**src/rtl/sel_skid_mux_pkg.sv**
```systemverilog
// rtl/sel_skid_mux_pkg.sv - shared state enum, default sizes and select-width helper for sel_skid_mux
package sel_skid_mux_pkg;

    localparam int DEF_WIDTH = 32;
    localparam int DEF_N     = 4;

    typedef enum logic [1:0] {
        EMPTY = 2'd0,
        ONE   = 2'd1,
        TWO   = 2'd2
    } state_e;

    function automatic int sel_width(input int n);
        return (n > 2) ? $clog2(n) : 1;
    endfunction

endpackage

```
**src/rtl/sel_skid_mux_if.sv**
```systemverilog
// rtl/sel_skid_mux_if.sv - handshake bundle for sel_skid_mux; sel_err exists only with SEL_SKID_MUX_SEL_ERR_EN
interface sel_skid_mux_if
    import sel_skid_mux_pkg::*;
#(
    parameter int WIDTH = DEF_WIDTH,
    parameter int N     = DEF_N
) ();
    localparam int SELW = sel_width(N);

    logic                 in_valid;
    logic                 in_ready;
    logic [N*WIDTH-1:0]   in_data;
    logic [SELW-1:0]      in_sel;
    logic                 out_valid;
    logic                 out_ready;
    logic [WIDTH-1:0]     out_data;
`ifdef SEL_SKID_MUX_SEL_ERR_EN
    logic                 sel_err;

    modport master (
        output in_valid, in_data, in_sel, out_ready,
        input  in_ready, out_valid, out_data, sel_err
    );
    modport slave (
        input  in_valid, in_data, in_sel, out_ready,
        output in_ready, out_valid, out_data, sel_err
    );
`else
    modport master (
        output in_valid, in_data, in_sel, out_ready,
        input  in_ready, out_valid, out_data
    );
    modport slave (
        input  in_valid, in_data, in_sel, out_ready,
        output in_ready, out_valid, out_data
    );
`endif

endinterface

```
**src/rtl/sel_skid_mux_mux_n.sv**
```systemverilog
// rtl/sel_skid_mux_mux_n.sv - N-way combinational channel selector; out-of-range select yields channel 0
module mux_n
    import sel_skid_mux_pkg::*;
#(
    parameter  int WIDTH = DEF_WIDTH,
    parameter  int N     = DEF_N,
    localparam int SELW  = sel_width(N)
) (
    input  logic [N*WIDTH-1:0] data_i,
    input  logic [SELW-1:0]    sel_i,
    output logic [WIDTH-1:0]   data_o
);

    always_comb begin
        data_o = data_i[WIDTH-1:0];
        for (int k = 1; k < N; k++) begin
            if (sel_i == SELW'(k)) begin
                data_o = data_i[k*WIDTH +: WIDTH];
            end
        end
    end

endmodule

```
**src/rtl/sel_skid_mux.sv**
```systemverilog
// rtl/sel_skid_mux.sv - registered channel select with 2-entry skid; SEL_SKID_MUX_SEL_ERR_EN adds sel_err pulse
module sel_skid_mux
    import sel_skid_mux_pkg::*;
#(
    parameter int WIDTH = DEF_WIDTH,
    parameter int N     = DEF_N
) (
    input  logic          clk,
    input  logic          rst_n,
    input  logic          flush,
    sel_skid_mux_if.slave bus
);

    logic [WIDTH-1:0] sel_data;
    logic [WIDTH-1:0] out_data_q;
    logic [WIDTH-1:0] skid_q;
    logic             in_ready_q;
    logic             out_valid_q;
    state_e           state_q;
    logic             in_xfer;
    logic             out_xfer;

    mux_n #(
        .WIDTH (WIDTH),
        .N     (N)
    ) u_mux (
        .data_i (bus.in_data),
        .sel_i  (bus.in_sel),
        .data_o (sel_data)
    );

    assign in_xfer       = bus.in_valid && in_ready_q;
    assign out_xfer      = out_valid_q && bus.out_ready;
    assign bus.in_ready  = in_ready_q;
    assign bus.out_valid = out_valid_q;
    assign bus.out_data  = out_data_q;

`ifdef SEL_SKID_MUX_SEL_ERR_EN
    localparam int SELW = sel_width(N);
    localparam logic [SELW:0] N_LIM = (SELW+1)'(N);

    logic sel_err_q;
    logic sel_oor;

    assign sel_oor     = {1'b0, bus.in_sel} >= N_LIM;
    assign bus.sel_err = sel_err_q;
`endif

    // in_ready/out_valid are recomputed with every state move so both stay pure flops.
    always_ff @(posedge clk or negedge rst_n) begin
        if (!rst_n) begin
            state_q     <= EMPTY;
            out_data_q  <= '0;
            skid_q      <= '0;
            in_ready_q  <= 1'b1;
            out_valid_q <= 1'b0;
`ifdef SEL_SKID_MUX_SEL_ERR_EN
            sel_err_q   <= 1'b0;
`endif
        end else if (flush) begin
            state_q     <= EMPTY;
            out_data_q  <= '0;
            skid_q      <= '0;
            in_ready_q  <= 1'b1;
            out_valid_q <= 1'b0;
`ifdef SEL_SKID_MUX_SEL_ERR_EN
            sel_err_q   <= 1'b0;
`endif
        end else begin
`ifdef SEL_SKID_MUX_SEL_ERR_EN
            sel_err_q <= in_xfer && sel_oor;
`endif
            case (state_q)
                EMPTY: begin
                    if (in_xfer) begin
                        out_data_q  <= sel_data;
                        state_q     <= ONE;
                        out_valid_q <= 1'b1;
                        in_ready_q  <= 1'b1;
                    end
                end
                ONE: begin
                    if (in_xfer && out_xfer) begin
                        out_data_q <= sel_data;
                    end else if (in_xfer) begin
                        skid_q     <= sel_data;
                        state_q    <= TWO;
                        in_ready_q <= 1'b0;
                    end else if (out_xfer) begin
                        state_q     <= EMPTY;
                        out_valid_q <= 1'b0;
                        in_ready_q  <= 1'b1;
                    end
                end
                TWO: begin
                    if (out_xfer) begin
                        out_data_q <= skid_q;
                        state_q    <= ONE;
                        in_ready_q <= 1'b1;
                    end
                end
                default: begin
                    state_q     <= EMPTY;
                    out_valid_q <= 1'b0;
                    in_ready_q  <= 1'b1;
                end
            endcase
        end
    end

endmodule

```
**src/flat_wrapper.sv**
```systemverilog
// flat-port wrapper written by rule: the top's interface ports become plain ports
module sel_skid_mux_flat import sel_skid_mux_pkg::*;
#(
    parameter int WIDTH = DEF_WIDTH,
    parameter int N     = DEF_N
)
  (clk, rst_n, flush, bus_in_valid, bus_in_data, bus_in_sel, bus_out_ready, bus_in_ready, bus_out_valid, bus_out_data);
  sel_skid_mux_if #(.WIDTH(WIDTH), .N(N)) bus_i ();
  input  logic clk;
  input  logic rst_n;
  input  logic flush;
  input wire logic [$bits(bus_i.in_valid)-1:0] bus_in_valid;
  input wire logic [$bits(bus_i.in_data)-1:0] bus_in_data;
  input wire logic [$bits(bus_i.in_sel)-1:0] bus_in_sel;
  input wire logic [$bits(bus_i.out_ready)-1:0] bus_out_ready;
  output wire logic [$bits(bus_i.in_ready)-1:0] bus_in_ready;
  output wire logic [$bits(bus_i.out_valid)-1:0] bus_out_valid;
  output wire logic [$bits(bus_i.out_data)-1:0] bus_out_data;
  assign bus_i.in_valid = bus_in_valid;
  assign bus_i.in_data = bus_in_data;
  assign bus_i.in_sel = bus_in_sel;
  assign bus_i.out_ready = bus_out_ready;
  assign bus_in_ready = bus_i.in_ready;
  assign bus_out_valid = bus_i.out_valid;
  assign bus_out_data = bus_i.out_data;
  sel_skid_mux #(.WIDTH(WIDTH), .N(N)) u_core (.clk(clk), .rst_n(rst_n), .flush(flush), .bus(bus_i));
endmodule
```
**config.mk**
```make
export PLATFORM = sky130hd
export DESIGN_NAME = sel_skid_mux_flat
export DESIGN_NICKNAME = d
export VERILOG_FILES = /design/src/rtl/sel_skid_mux_pkg.sv /design/src/rtl/sel_skid_mux_if.sv /design/src/rtl/sel_skid_mux_mux_n.sv /design/src/rtl/sel_skid_mux.sv /design/src/flat_wrapper.sv
export SDC_FILE = /design/constraint.sdc
export NUM_CORES = 1
export LEC_CHECK = 0
export CAP_MARGIN = 25
export CELL_PAD_IN_SITES_DETAIL_PLACEMENT = 1
export CELL_PAD_IN_SITES_GLOBAL_PLACEMENT = 1
export CORE_UTILIZATION = 35
export DETAILED_ROUTE_END_ITERATION = 16
export GPL_ROUTABILITY_DRIVEN = 0
export PLACE_DENSITY_LB_ADDON = 0.05
export SETUP_SLACK_MARGIN = 0.05
export SYNTH_ARGS = -nofsm -noshare
export SYNTH_HDL_FRONTEND = slang
export SYNTH_SLANG_ARGS = --single-unit
```
**constraint.sdc**
```tcl
create_clock -name clk -period 4.5 [get_ports clk]
set_clock_uncertainty 0.05 [all_clocks]
set_input_delay 0.9 -clock clk [delete_from_list [all_inputs] [get_ports clk]]
set_output_delay 0.9 -clock clk [all_outputs]
set_load 0.02 [all_outputs]
```
==> impl_metrics.py <==
metrics = {
    "power": {
        "p_switching_mw": 0.9564,
        "p_int_mw": 1.786,
        "comb_power_share_pct": 42.6,
        "clock_power_share_pct": 24.7,
        "p_leak_nw": 2.706,
        "seqPwrFrac_pct": 32.7,
        "p_per_area_nw_per_um2": 428.9,
        "swShare_pct": 34.88,
        "vdd.ir_drop.worst_mv": 0.2844,
    },
    "routing": {
        "vias": 4166,
        "drc": 0,
        "final_antenna_net_count": 0,
        "vias_per_cell": 5.362,
        "drt_pass1_iterations": 4,
        "wirelength_um": 14000,
        "drt_iter0_drc": 94,
        "wl_per_cell_um": 18.01,
    },
    "timing": {
        "hold_violations": 0,
        "fin_ws_ns": 1.500,
        "relSlewSlack_pct": 34.34,
        "drv_slew": 0,
        "min_period_ns": 3.000,
        "max_freq_mhz": 333.3,
        "rsz0062_at_grt": "no",
        "min_period_over_period_pct": 66.68,
        "tightestPinTransition_ns": 0.9848,
        "setup_viol": 0,
        "fin_setup_tns_ns": 0,
    },
    "worst_hold_path": {
        "hold_depth": 1,
        "hold_path_class": "register to register",
    },
    "placed_design": {
        "post-place-ws_ns": 1.193,
        "io_buffers": 168,
        "place_hpwl_um": 9527,
    },
    "clock_tree": {
        "clk_pin_slew_worst_paths_ns": 0.05,
        "clock_path_buffers": 2,
        "post_cts_resized": 0,
        "clock_latency_ns": 0.33,
        "postCtsSetupBuffers": 0,
        "cts_root_buf": "clkbuf_16",
        "cts_hold_buf": 0,
        "tritoncts": "done",
        "cts.sinks": 68,
        "cts-htree-levels": 3,
        "cts_buffers": 9,
    },
    "finish": {
        "antenna_cells": 0,
        "fin_nets": 744,
        "mostFrequentLayoutCells": "164 x clkdlybuf4s50_1, 89 x nand2_1, 67 x dfrtp_1",
        "drive_gt1_share_pct": 11.82,
        "synthToLayoutAreaGrowth_pct": 44.72,
        "layout_commonest_cell": "clkdlybuf4s50_1",
        "fillers": 1366,
    },
    "die": {
        "core_um2": 12160,
        "initial_core_util_pct": 36.33,
        "die_area_um2": 13080,
        "die_y_um": 114.4,
        "rows": 40,
        "ios": 169,
        "die_w_um": 114.4,
    },
    "yosys": {
        "synth_top_cell_area_share_pct": 37.95,
        "synth_area_leader_cell": "dfrtp_1",
        "synth_warnings": 0,
        "netlist_instances": 461,
        "synthTopCellsByArea": "dfrtp_1 38%, mux2i_1 12%, mux2_2 9.7%",
        "ys_seq_area_share_pct": 38.54,
        "syn-num-nets": 601,
        "syn-cell-area_um2": 4418,
        "avgSynthCellArea_um2": 9.583,
        "synth-seq-cells": 68,
        "ys_types": 37,
    },
    "critical_path": {
        "critPathLaunchType": "primary input",
        "r2r_start": "u_core.state_q[0]",
        "worstPathRequired_ns": 4.67,
        "endpoint": "u_core.bus.out_data[22]",
        "reg2reg_slack_ns": 1.68,
        "crit_fanout": 32,
        "startpoint": "bus_in_valid",
        "critPathArrivalTime_ns": 3.17,
        "r2r_cells": 7,
        "r2r_end": "u_core.bus.out_data[28]",
        "worstSetupEndpointType": "register",
        "path_class": "primary input to register",
    },
    "grt": {
        "grt_max_degree": 69,
        "overflow": 0,
        "grt_pass1_wl_um": 22440,
        "grt_pass1_vias": 4390,
        "grt.total_usage_pct": 22.16,
        "antenna_found_initial": 0,
    },
    "run_status": {
        "outcome": "completed",
    },
    "flow_run": {
        "maxCapViolCount": 0,
    },
}
==> sequential cells by signal, summed over array words and instances, names as in the netlist <==
register and cells:
u_core.skid_q 32, u_core.state_q 2, u_core.bus.out_data 32, u_core.bus.in_ready 1, u_core.bus.out_valid 1
==> synth_stat cells, drive strengths merged <==
cell / count
nand2: 90
dfrtp: 67
mux2i: 51
mux2: 46
a21oi: 34
buf: 25
nand2b: 19
nand3: 19
o221ai: 19
nor2: 18
clkbuf: 17
a221o: 13
o211ai: 13
ha: 5
nor3: 3
a211oi: 2
a31oi: 2
and4: 2
inv: 2
o21ai: 2
a211o: 1
a21boi: 1
a22oi: 1
a41oi: 1
and3: 1
dfstp: 1
nand4: 1
nor2b: 1
o21bai: 1
o31a: 1
or3: 1
or3b: 1
==> layer usage <==
layer / track usage (%) / part of all wire [%]
met1: 26.98 / 43
met5: 0 / 0
met3: 4.182 / 6.1
met4: 8.225 / 1.6
met2: 38.83 / 49
==> cell families after synthesis <==
group | share of synthesized area (%)
AND/OR/NAND/NOR | 15.58
multiplexers | 23.79
AO/OA/AOI/OAI | 14.73
flip-flops | 38.54
buffers and inverters | 5.948
adder cells (fa/ha/maj) | 1.416
==> worst min path at each step <==
| stage | to | from | slack [ns] |
|---|---|---|---|
| floorplan | u_core.skid_q[0] | u_core.skid_q[0] | 0.45 |
| global placement | u_core.bus.out_data[10] | u_core.bus.out_data[10] | 0.42 |
| detailed placement | u_core.bus.out_data[10] | u_core.bus.out_data[10] | 0.43 |
| CTS | u_core.bus.out_data[10] | u_core.bus.out_data[10] | 0.45 |
| global route | u_core.bus.out_data[10] | u_core.bus.out_data[10] | 0.47 |
| finish | u_core.bus.out_data[10] | u_core.bus.out_data[10] | 0.44 |
==> stage by stage <==
step | hold slack, ns | cells | utilization, % | area (um2) | total power, mW
2_1_floorplan | 0.4473 | 461 | - | 4418 | 1.569
3_3_place_gp | 0.4201 | 760 | 50.08 | 6091 | 2.053
3_5_place_dp | 0.4340 | 760 | 50.08 | 6091 | 2.088
4_1_cts | 0.4465 | 776 | 52.41 | 6374 | 2.777
5_1_grt | 0.4698 | 777 | 52.57 | 6394 | 2.893
6_report | 0.4443 | 777 | 52.57 | 6394 | 2.742
==> layout make-up <==
type                       count  area, um2  share of cell area (%)
clock buffer                  15      277.8                   4.344
clock inverter                 1      5.005                 0.07828
inverter                       2      7.507                  0.1174
multi-input combinational    349       2466                   38.57
sequential                    68       1703                   26.63
tap                          168      210.2                   3.288
timing repair buffer         174       1724                   26.97
==> power by group through the flow <==
stage               registers [mW]  clock network [mW]  logic, mW
floorplan                     1.03                   0      0.534
global placement             0.899                   0       1.15
detailed placement           0.909                   0       1.18
CTS                          0.900               0.693       1.18
global route                 0.925               0.712       1.26
finish                       0.897               0.676       1.17
==> critical path, stage by stage <==
cell,delay (ns)
clkdlybuf4s50_1,0.64
a21boi_1,0.16
o21bai_1,0.20
o31a_2,0.83
mux2_2,0.41
No activity file was read; power rests on OpenSTA's default activity.
